File: config.mk
export PLATFORM = sky130hd
export DESIGN_NAME = des3_llki_key_driver
export DESIGN_NICKNAME = d
export VERILOG_FILES = /design/src/rtl/des3_llki_key_driver.sv
export SDC_FILE = /design/constraint.sdc
export NUM_CORES = 1
export LEC_CHECK = 0
export BUFFER_PORTS_ARGS = -buffer_cell sky130_fd_sc_hd__buf_2
export CORE_MARGIN = 8
export CORE_UTILIZATION = 53
export CTS_CLUSTER_DIAMETER = 60
export DETAILED_ROUTE_END_ITERATION = 7
export PLACE_DENSITY = 0.88
export SLEW_MARGIN = 20
export SYNTH_ARGS = -nofsm -noshare
export SYNTH_HDL_FRONTEND = slang
export SYNTH_SLANG_ARGS = --single-unit
File: constraint.sdc
create_clock -name clk -period 3.8 [get_ports clk]
set_input_delay 0.76 -clock clk [delete_from_list [all_inputs] [get_ports clk]]
set_output_delay 0.76 -clock clk [all_outputs]
set_load 0.005 [all_outputs]
File: src/rtl/des3_llki_key_driver.sv
// des3_llki_key_driver
// Upstream LLKI key driver for the DES3 mock-TSS wrapper. A load command
// pulls KEY_WORDS 64-bit words from the key-store stream and hands them to
// the TSS over the LLKI discrete interface, then waits for key-complete.
// A clear command runs the clear-key / clear-ack handshake. Every accepted
// command produces exactly one status response.
//
// Parameters: KEY_WORDS (1..16) words per load, TIMEOUT_CYCLES (>= 2)
// maximum wait on any LLKI handshake before the operation is aborted.
//
// Optional build macro: DES3_KEY_DRIVER_AUTOCLEAR_EN
//   When defined, a load that aborts with a timeout or a sequence error
//   first runs the clear handshake, and its response carries bit 2 set
//   (timeout -> 6, sequence error -> 4, clear itself timing out -> 7).
//   When undefined, aborts respond immediately and the TSS key register
//   contents are left as they are.
//
// Status codes: 0 load OK, 1 clear OK, 2 timeout, 3 illegal op,
// 4 sequence error.

module des3_llki_key_driver #(
   parameter int KEY_WORDS      = 1,
   parameter int TIMEOUT_CYCLES = 1024
) (
   input  logic        clk,
   input  logic        rst,
   input  logic        cmd_valid,
   output logic        cmd_ready,
   input  logic [1:0]  cmd_op,
   input  logic [63:0] kw_data,
   input  logic        kw_valid,
   output logic        kw_ready,
   output logic [63:0] llkid_key_data,
   output logic        llkid_key_valid,
   input  logic        llkid_key_ready,
   input  logic        llkid_key_complete,
   output logic        llkid_clear_key,
   input  logic        llkid_clear_key_ack,
   output logic        rsp_valid,
   input  logic        rsp_ready,
   output logic [2:0]  rsp_status,
   output logic        busy
);

   // Word counter must hold KEY_WORDS itself after the last word is taken.
   localparam int WCW = $clog2(KEY_WORDS + 1);
   localparam int TCW = $clog2(TIMEOUT_CYCLES);

   localparam logic [WCW-1:0] LAST_WORD    = WCW'(KEY_WORDS - 1);
   localparam logic [WCW-1:0] WORD_ONE     = WCW'(1);
   localparam logic [TCW-1:0] TIMEOUT_LAST = TCW'(TIMEOUT_CYCLES - 1);
   localparam logic [TCW-1:0] TICK_ONE     = TCW'(1);

   localparam logic [2:0] ST_LOAD_OK  = 3'd0;
   localparam logic [2:0] ST_CLEAR_OK = 3'd1;
   localparam logic [2:0] ST_TIMEOUT  = 3'd2;
   localparam logic [2:0] ST_ILLEGAL  = 3'd3;
   localparam logic [2:0] ST_SEQ_ERR  = 3'd4;
`ifdef DES3_KEY_DRIVER_AUTOCLEAR_EN
   localparam logic [2:0] ST_AUTOCLR_FLAG    = 3'd4;
   localparam logic [2:0] ST_AUTOCLR_TIMEOUT = 3'd7;
`endif

   typedef enum logic [2:0] {
      S_IDLE,
      S_FETCH,
      S_SEND,
      S_WAIT_CPL,
      S_CLEAR,
      S_RESP
   } state_e;

   state_e          state_q, state_d;
   logic [WCW-1:0]  wcnt_q, wcnt_d;
   logic [TCW-1:0]  tcnt_q, tcnt_d;
   logic [63:0]     hold_q, hold_d;
   logic [2:0]      status_q, status_d;

   logic            cmd_ready_q, cmd_ready_d;
   logic            kw_ready_q, kw_ready_d;
   logic            key_valid_q, key_valid_d;
   logic            clear_key_q, clear_key_d;
   logic            rsp_valid_q, rsp_valid_d;
   logic            busy_q, busy_d;

   logic            abort_req;
   logic [2:0]      abort_code;

`ifdef DES3_KEY_DRIVER_AUTOCLEAR_EN
   logic            autoclr_q, autoclr_d;
`endif

   // Next-state logic: command dispatch, word transfer, completion wait,
   // clear handshake and the shared handshake timeout. Handshake events
   // are tested before the timeout so a same-cycle acceptance always wins.
   always_comb begin
      state_d    = state_q;
      wcnt_d     = wcnt_q;
      tcnt_d     = tcnt_q;
      hold_d     = hold_q;
      status_d   = status_q;
      abort_req  = 1'b0;
      abort_code = ST_TIMEOUT;
`ifdef DES3_KEY_DRIVER_AUTOCLEAR_EN
      autoclr_d  = autoclr_q;
`endif

      case (state_q)
         S_IDLE: begin
            if (cmd_valid) begin
               case (cmd_op)
                  2'b00: begin
                     state_d = S_FETCH;
                     wcnt_d  = '0;
                  end
                  2'b01: begin
                     state_d = S_CLEAR;
                  end
                  default: begin
                     state_d  = S_RESP;
                     status_d = ST_ILLEGAL;
                  end
               endcase
            end
         end

         S_FETCH: begin
            if (llkid_key_complete) begin
               abort_req  = 1'b1;
               abort_code = ST_SEQ_ERR;
            end else if (kw_valid) begin
               hold_d  = kw_data;
               state_d = S_SEND;
            end
         end

         S_SEND: begin
            if (llkid_key_ready && (wcnt_q == LAST_WORD)) begin
               wcnt_d  = wcnt_q + WORD_ONE;
               state_d = S_WAIT_CPL;
            end else if (llkid_key_complete) begin
               abort_req  = 1'b1;
               abort_code = ST_SEQ_ERR;
            end else if (llkid_key_ready) begin
               wcnt_d  = wcnt_q + WORD_ONE;
               state_d = S_FETCH;
            end else if (tcnt_q == TIMEOUT_LAST) begin
               abort_req  = 1'b1;
               abort_code = ST_TIMEOUT;
            end else begin
               tcnt_d = tcnt_q + TICK_ONE;
            end
         end

         S_WAIT_CPL: begin
            if (llkid_key_complete) begin
               state_d  = S_RESP;
               status_d = ST_LOAD_OK;
            end else if (tcnt_q == TIMEOUT_LAST) begin
               abort_req  = 1'b1;
               abort_code = ST_TIMEOUT;
            end else begin
               tcnt_d = tcnt_q + TICK_ONE;
            end
         end

         S_CLEAR: begin
            if (llkid_clear_key_ack) begin
               state_d = S_RESP;
`ifdef DES3_KEY_DRIVER_AUTOCLEAR_EN
               status_d = autoclr_q ? (status_q | ST_AUTOCLR_FLAG) : ST_CLEAR_OK;
`else
               status_d = ST_CLEAR_OK;
`endif
            end else if (tcnt_q == TIMEOUT_LAST) begin
               state_d = S_RESP;
`ifdef DES3_KEY_DRIVER_AUTOCLEAR_EN
               status_d = autoclr_q ? ST_AUTOCLR_TIMEOUT : ST_TIMEOUT;
`else
               status_d = ST_TIMEOUT;
`endif
            end else begin
               tcnt_d = tcnt_q + TICK_ONE;
            end
         end

         S_RESP: begin
            if (rsp_ready) begin
               state_d  = S_IDLE;
               status_d = '0;
`ifdef DES3_KEY_DRIVER_AUTOCLEAR_EN
               autoclr_d = 1'b0;
`endif
            end
         end

         default: begin
            state_d = S_IDLE;
         end
      endcase

      // A load abort either responds at once or, with auto-clear, first
      // wipes the TSS key register while remembering the error code.
      if (abort_req) begin
`ifdef DES3_KEY_DRIVER_AUTOCLEAR_EN
         state_d   = S_CLEAR;
         autoclr_d = 1'b1;
`else
         state_d   = S_RESP;
`endif
         status_d  = abort_code;
      end

      // Every state change (including an accepted word) restarts the wait.
      if (state_d != state_q) begin
         tcnt_d = '0;
      end

      cmd_ready_d = (state_d == S_IDLE);
      kw_ready_d  = (state_d == S_FETCH);
      key_valid_d = (state_d == S_SEND);
      clear_key_d = (state_d == S_CLEAR);
      rsp_valid_d = (state_d == S_RESP);
      busy_d      = (state_d != S_IDLE);
   end

   // State, counters, holding register and registered handshake outputs;
   // reset drops everything at once so an interrupted operation vanishes.
   always_ff @(posedge clk) begin
      if (!rst) begin
         state_q     <= S_IDLE;
         wcnt_q      <= '0;
         tcnt_q      <= '0;
         hold_q      <= '0;
         status_q    <= '0;
         cmd_ready_q <= 1'b1;
         kw_ready_q  <= 1'b0;
         key_valid_q <= 1'b0;
         clear_key_q <= 1'b0;
         rsp_valid_q <= 1'b0;
         busy_q      <= 1'b0;
`ifdef DES3_KEY_DRIVER_AUTOCLEAR_EN
         autoclr_q   <= 1'b0;
`endif
      end else begin
         state_q     <= state_d;
         wcnt_q      <= wcnt_d;
         tcnt_q      <= tcnt_d;
         hold_q      <= hold_d;
         status_q    <= status_d;
         cmd_ready_q <= cmd_ready_d;
         kw_ready_q  <= kw_ready_d;
         key_valid_q <= key_valid_d;
         clear_key_q <= clear_key_d;
         rsp_valid_q <= rsp_valid_d;
         busy_q      <= busy_d;
`ifdef DES3_KEY_DRIVER_AUTOCLEAR_EN
         autoclr_q   <= autoclr_d;
`endif
      end
   end

   // Key data and status are only driven while their valid is up, so the
   // bus reads zero whenever nothing is being offered.
   assign cmd_ready       = cmd_ready_q;
   assign kw_ready        = kw_ready_q;
   assign llkid_key_valid = key_valid_q;
   assign llkid_key_data  = key_valid_q ? hold_q : 64'd0;
   assign llkid_clear_key = clear_key_q;
   assign rsp_valid       = rsp_valid_q;
   assign rsp_status      = rsp_valid_q ? status_q : 3'd0;
   assign busy            = busy_q;

endmodule
**Word-level counts from Yosys, hierarchy flattened**

Cells that the tools add are included.

- Flip-flop bits (word level): 87
- Word-level logic and storage cells: 102

- Add/subtract/negate cells: 2
- Equality and inequality tests: 26
- Muxes and demuxes: 46
- Bitwise operators: 3
- Reductions and logical operators: 14

Operators with widths:

| cell | count |
|---|---|
| 64-bit 2-to-1 mux | 1 |
| 3-bit 2-to-1 mux | 21 |
| 10-bit 2-to-1 mux | 6 |
| 10-bit case mux with 3 select lines | 1 |
| 3-bit inequality test, second input constant | 6 |
| 3-bit case mux with 6 select lines | 1 |
| 3-bit equality test, second input constant | 4 |
| 2-bit inequality test, second input constant | 6 |
| 3-bit case mux with 2 select lines | 2 |
| 3-bit case mux with 4 select lines | 1 |
| 6-bit AND reduction | 2 |
| 1-bit 2-to-1 mux | 11 |
| 10-bit by 1-bit adder with 10-bit output, second input constant | 1 |
| 10-bit equality test, second input constant | 1 |
| 3-bit by 2-bit equality test with 1-bit output, second input constant | 3 |
| 3-bit by 1-bit equality test with 1-bit output, second input constant | 2 |
| 3-bit zero test | 2 |
| 3-bit nonzero test | 2 |
| 5-bit AND reduction | 1 |
| 5-bit nonzero test | 1 |
| 4-bit inequality test, second input constant | 1 |
| 2-bit OR reduction | 2 |
| 3-bit inequality test | 1 |
| 1-bit NOT | 3 |
| other kinds (9) | 9 |

**Longest topological paths before layout**

- Depth in word-level cells: 9
- Mapped depth: 7
- Depth with buffers taken out: 6

**Least setup slack after synthesis**

No wires, ideal clock.

- Path type: input port to flip-flop
- Start: input llkid_clear_key_ack
- End: register tcnt_q[8]
- Arrival: 1.914 ns
- Data required time: 3.682 ns
- Path slack: 1.768 ns
- Cell stages on the path: 6
- Buffers on the path: 1
- Cell sequence: or4b_1 o31a_1 buf_6 and4bb_1 xnor2_1 nor2_1

- Longest elaborated chain between the ends: 5
- Elaborated cells between the ends (all ways): 7
- Classes of those cells: eq/ne: 2; mux: 3; reduce/logical: 2

RTL lines:

| what | RTL line | text |
|---|---|---|
| start: declaration | 38 | `input logic llkid_clear_key_ack,` |
| 3-bit 2-to-1 mux | 168 | `if (llkid_clear_key_ack) begin` |
| 3-bit case mux with 6 select lines | 108 | `case (state_q)` |
| 3-bit 2-to-1 mux | 204 | `if (abort_req) begin` |
| 3-bit inequality test | 215 | `if (state_d != state_q) begin` |
| 2-bit OR reduction (no line) | - |  |
| end signal: assignment | 248 | `tcnt_q <= tcnt_d;` |
| end: declaration | 75 | `logic [TCW-1:0] tcnt_q, tcnt_d;` |

Parallel ways exist; a longest one is shown, timed or not.
A chain may end at the register's enable or synchronous reset.

**Final worst setup path**

- Start: register key_valid_q (netlist: llkid_key_valid)
- End: output llkid_key_data[44]

- Longest elaborated chain between the ends: 1

RTL lines:

| what | RTL line | text |
|---|---|---|
| start: declaration | 81 | `logic key_valid_q, key_valid_d;` |
| start signal: assignment | 253 | `key_valid_q <= key_valid_d;` |
| 64-bit 2-to-1 mux | 268 | `assign llkid_key_data = key_valid_q ? hold_q : 64'd0;` |
| end: declaration | 33 | `output logic [63:0] llkid_key_data,` |

No other way between the ends.

==> metrics.cfg <==
[logic_synthesis]
async_flop_share = 0
yosysUniqueCellTypes = 54
yosysWarnings = 0
synth_top_area_cell = dfxtp_1
yosysSeqAreaShare = 0.443
ys_seq_elements = 87
yosysTopAreaCellShare = 0.443
synth_area_um2 = 3930
synth_nets = 581
synthTopCellsByArea = dfxtp_1 44%, nand2_1 13%, and2_1 11%
synthCells = 506
synth_edf_count = 0
synthFlopType = dfxtp_1
post_synth.cell_area_avg_um2 = 7.77

[floorplanning]
num_rows = 31
io-pin-count = 147
chipWidth_um = 102
die_h_um = 102
start_util = 0.545
core_um2 = 7210
fp.dieArea_um2 = 10400

[cts]
cts_tree = yes
path_clk_slew_ps = 80
cts.repair.resized = 0
cts-root-buf = clkbuf_8
ctsHtreeMaxLevel = 3
clock_latency_ps = 330
hold_buffers = 0
numClockSinks = 87
cts_made_buffers = 9
cts_buffer_depth = 2
cts_setup_buffers = 0

[sta]
setup_tns_ps = 0
fin_crit_sh = 0.575
rsz0062_at_grt = no
hold_viol = 0
slew-limit-headroom = 0.557
worstMarginPinSlew_ps = 664
fin_skew_ps = 5.64
whs_ps = 452
worst_slack_ps = 1610
fin_crit_ps = 2190
setup_viol = 0
fmax_mhz = 457
maxSlewViolCount = 0

[status]
outcome = finished clean

[placement]
numPortBuffers = 146
pre_cts_slack_ps = 1300
dp_hpwl_um = 7750
gp_congestion = 0.933
place_area_um2 = 4660
dpl.cell_count = 718

[setup_path]
crit_arrival_ps = 1430
critPathKind = flip-flop to primary output
r2r_end = hold_q[17]$_SDFFE_PN0P_
r2r_start = state_q[0]$_SDFF_PN0_
slowest_delay_ps = 410
crit_slowest_cell = buf_4
ff2ff_setup_slack_ps = 1710
path_cells = buf_4, and2_1, buf_2
reg2regPathDepth = 4
startpoint = llkid_key_valid$_SDFF_PN0_
cp_max_fo = 65
start_kind = flip-flop
end_kind = primary output
cp.required_ps = 3040

[cells_and_area]
regArea_um2 = 1740
drive_above_1_share = 0.279
filler_cell_count = 654
layout.nets = 705
multi_input_area_um2 = 2030
fin_area_um2 = 4840
final_util = 0.671
antenna_cells = 0
syn_to_final_growth_pct = 23.2
stdcell_count = 733

[global_route]
grt_pass1_wl_um = 16700
grt_usage = 0.199
antenna_found_initial = 0
grt_pass1_vias = 3727
grt_max_degree = 66
globalRouteOverflowTotal = 0

[power]
p_leak_nw = 2.07
power_density_nw_per_um2 = 392
total_power_mw = 1.90
irDropWorstVdd_v = 0.000218

[hold_path]
min_path_cells = 2
hp-start = hold_q[34]$_SDFFE_PN0P_
hold_end = hold_q[34]$_SDFFE_PN0P_
worst_hold_path_type = flip-flop to flip-flop

[detailed_routing]
wl_um = 10500
drtIter0Drc = 201
drc_errors = 0
viasPerCell = 5.19
routedWlPerCell_um = 14.4
first_pass_iters = 4
dr_total_vias = 3807
antenna_left = 0

[run]
cap_violations = 0

-- power by group --
| part | switching [mW] | internal, mW |
|---|---|---|
| Combinational | 0.172 | 0.120 |
| Sequential | 0.0404 | 0.962 |
| Clock | 0.304 | 0.299 |
-- cells in the mapped netlist (5+ instances only) --
master / number
nor2_1: 17
and2_1: 67
buf_1: 9
a21oi_1: 73
nand3_1: 9
buf_2: 7
dfxtp_1: 87
xnor2_1: 9
clkbuf_1: 18
nand2_1: 139
nor2b_1: 5
-- layout make-up --
type / count / share of cell area
flip-flops and latches: 87 / 0.360
well taps: 99 / 0.0256
multi-input cells: 378 / 0.418
clock buffers: 11 / 0.0271
clock inverters: 4 / 0.00982
inverters: 5 / 0.00388
repair buffers: 149 / 0.156
-- worst max-delay path: cells and delay by family (launching register included) --
| family | cells | cell delay, ps |
|---|---|---|
| buffers and inverters | 2 | 530 |
| DFF | 1 | 310 |
| and+or+nand+nor | 1 | 230 |
-- placed cells by master (no fill, tap or decap), drive strengths merged, types with 5 or more instances in the layout --
master	synthesis	routed
inv	4	5
nand2	139	139
nand3	9	9
dfxtp	87	87
buf	18	149
nor2	18	18
clkbuf	18	11
nor3	5	5
and2	67	67
xnor2	9	9
nor2b	5	5
a21oi	73	73
-- cells by family after synthesis --
family          count (synthesis)  share of synthesized area
buf+inv                        41                     0.0442
compound gates                 95                      0.138
mux                             3                    0.00796
simple gates                  270                      0.343
xor+xnor                        9                     0.0201
fa+ha+maj                       1                    0.00318
flops                          87                      0.443
-- how the worst max path moves through the flow --
stage | endpoint | cells past startpoint
floorplan | tcnt_q[8]$_SDFFE_PP0P_ | 6
CTS | hold_q[22]$_SDFFE_PN0P_ | 3
global route | llkid_key_data[21] | 3
detailed placement | hold_q[22]$_SDFFE_PN0P_ | 5
finish | llkid_key_data[44] | 3
global placement | hold_q[0]$_SDFFE_PN0P_ | 5
-- state kept, by name, summed over array words and instances (netlist names) --
name	cells
hold_q	64
tcnt_q	10
state_q	3
status_q	3
busy	1
cmd_ready	1
kw_ready	1
llkid_clear_key	1
llkid_key_valid	1
rsp_valid	1
wcnt_q	1
-- metal layers --
layer,share of wire,track usage
met5,0,0
met4,0.018,0.0824
met3,0.094,0.0525
met2,0.50,0.361
met1,0.39,0.212
Note: power is estimated with default switching activity, not from simulation.
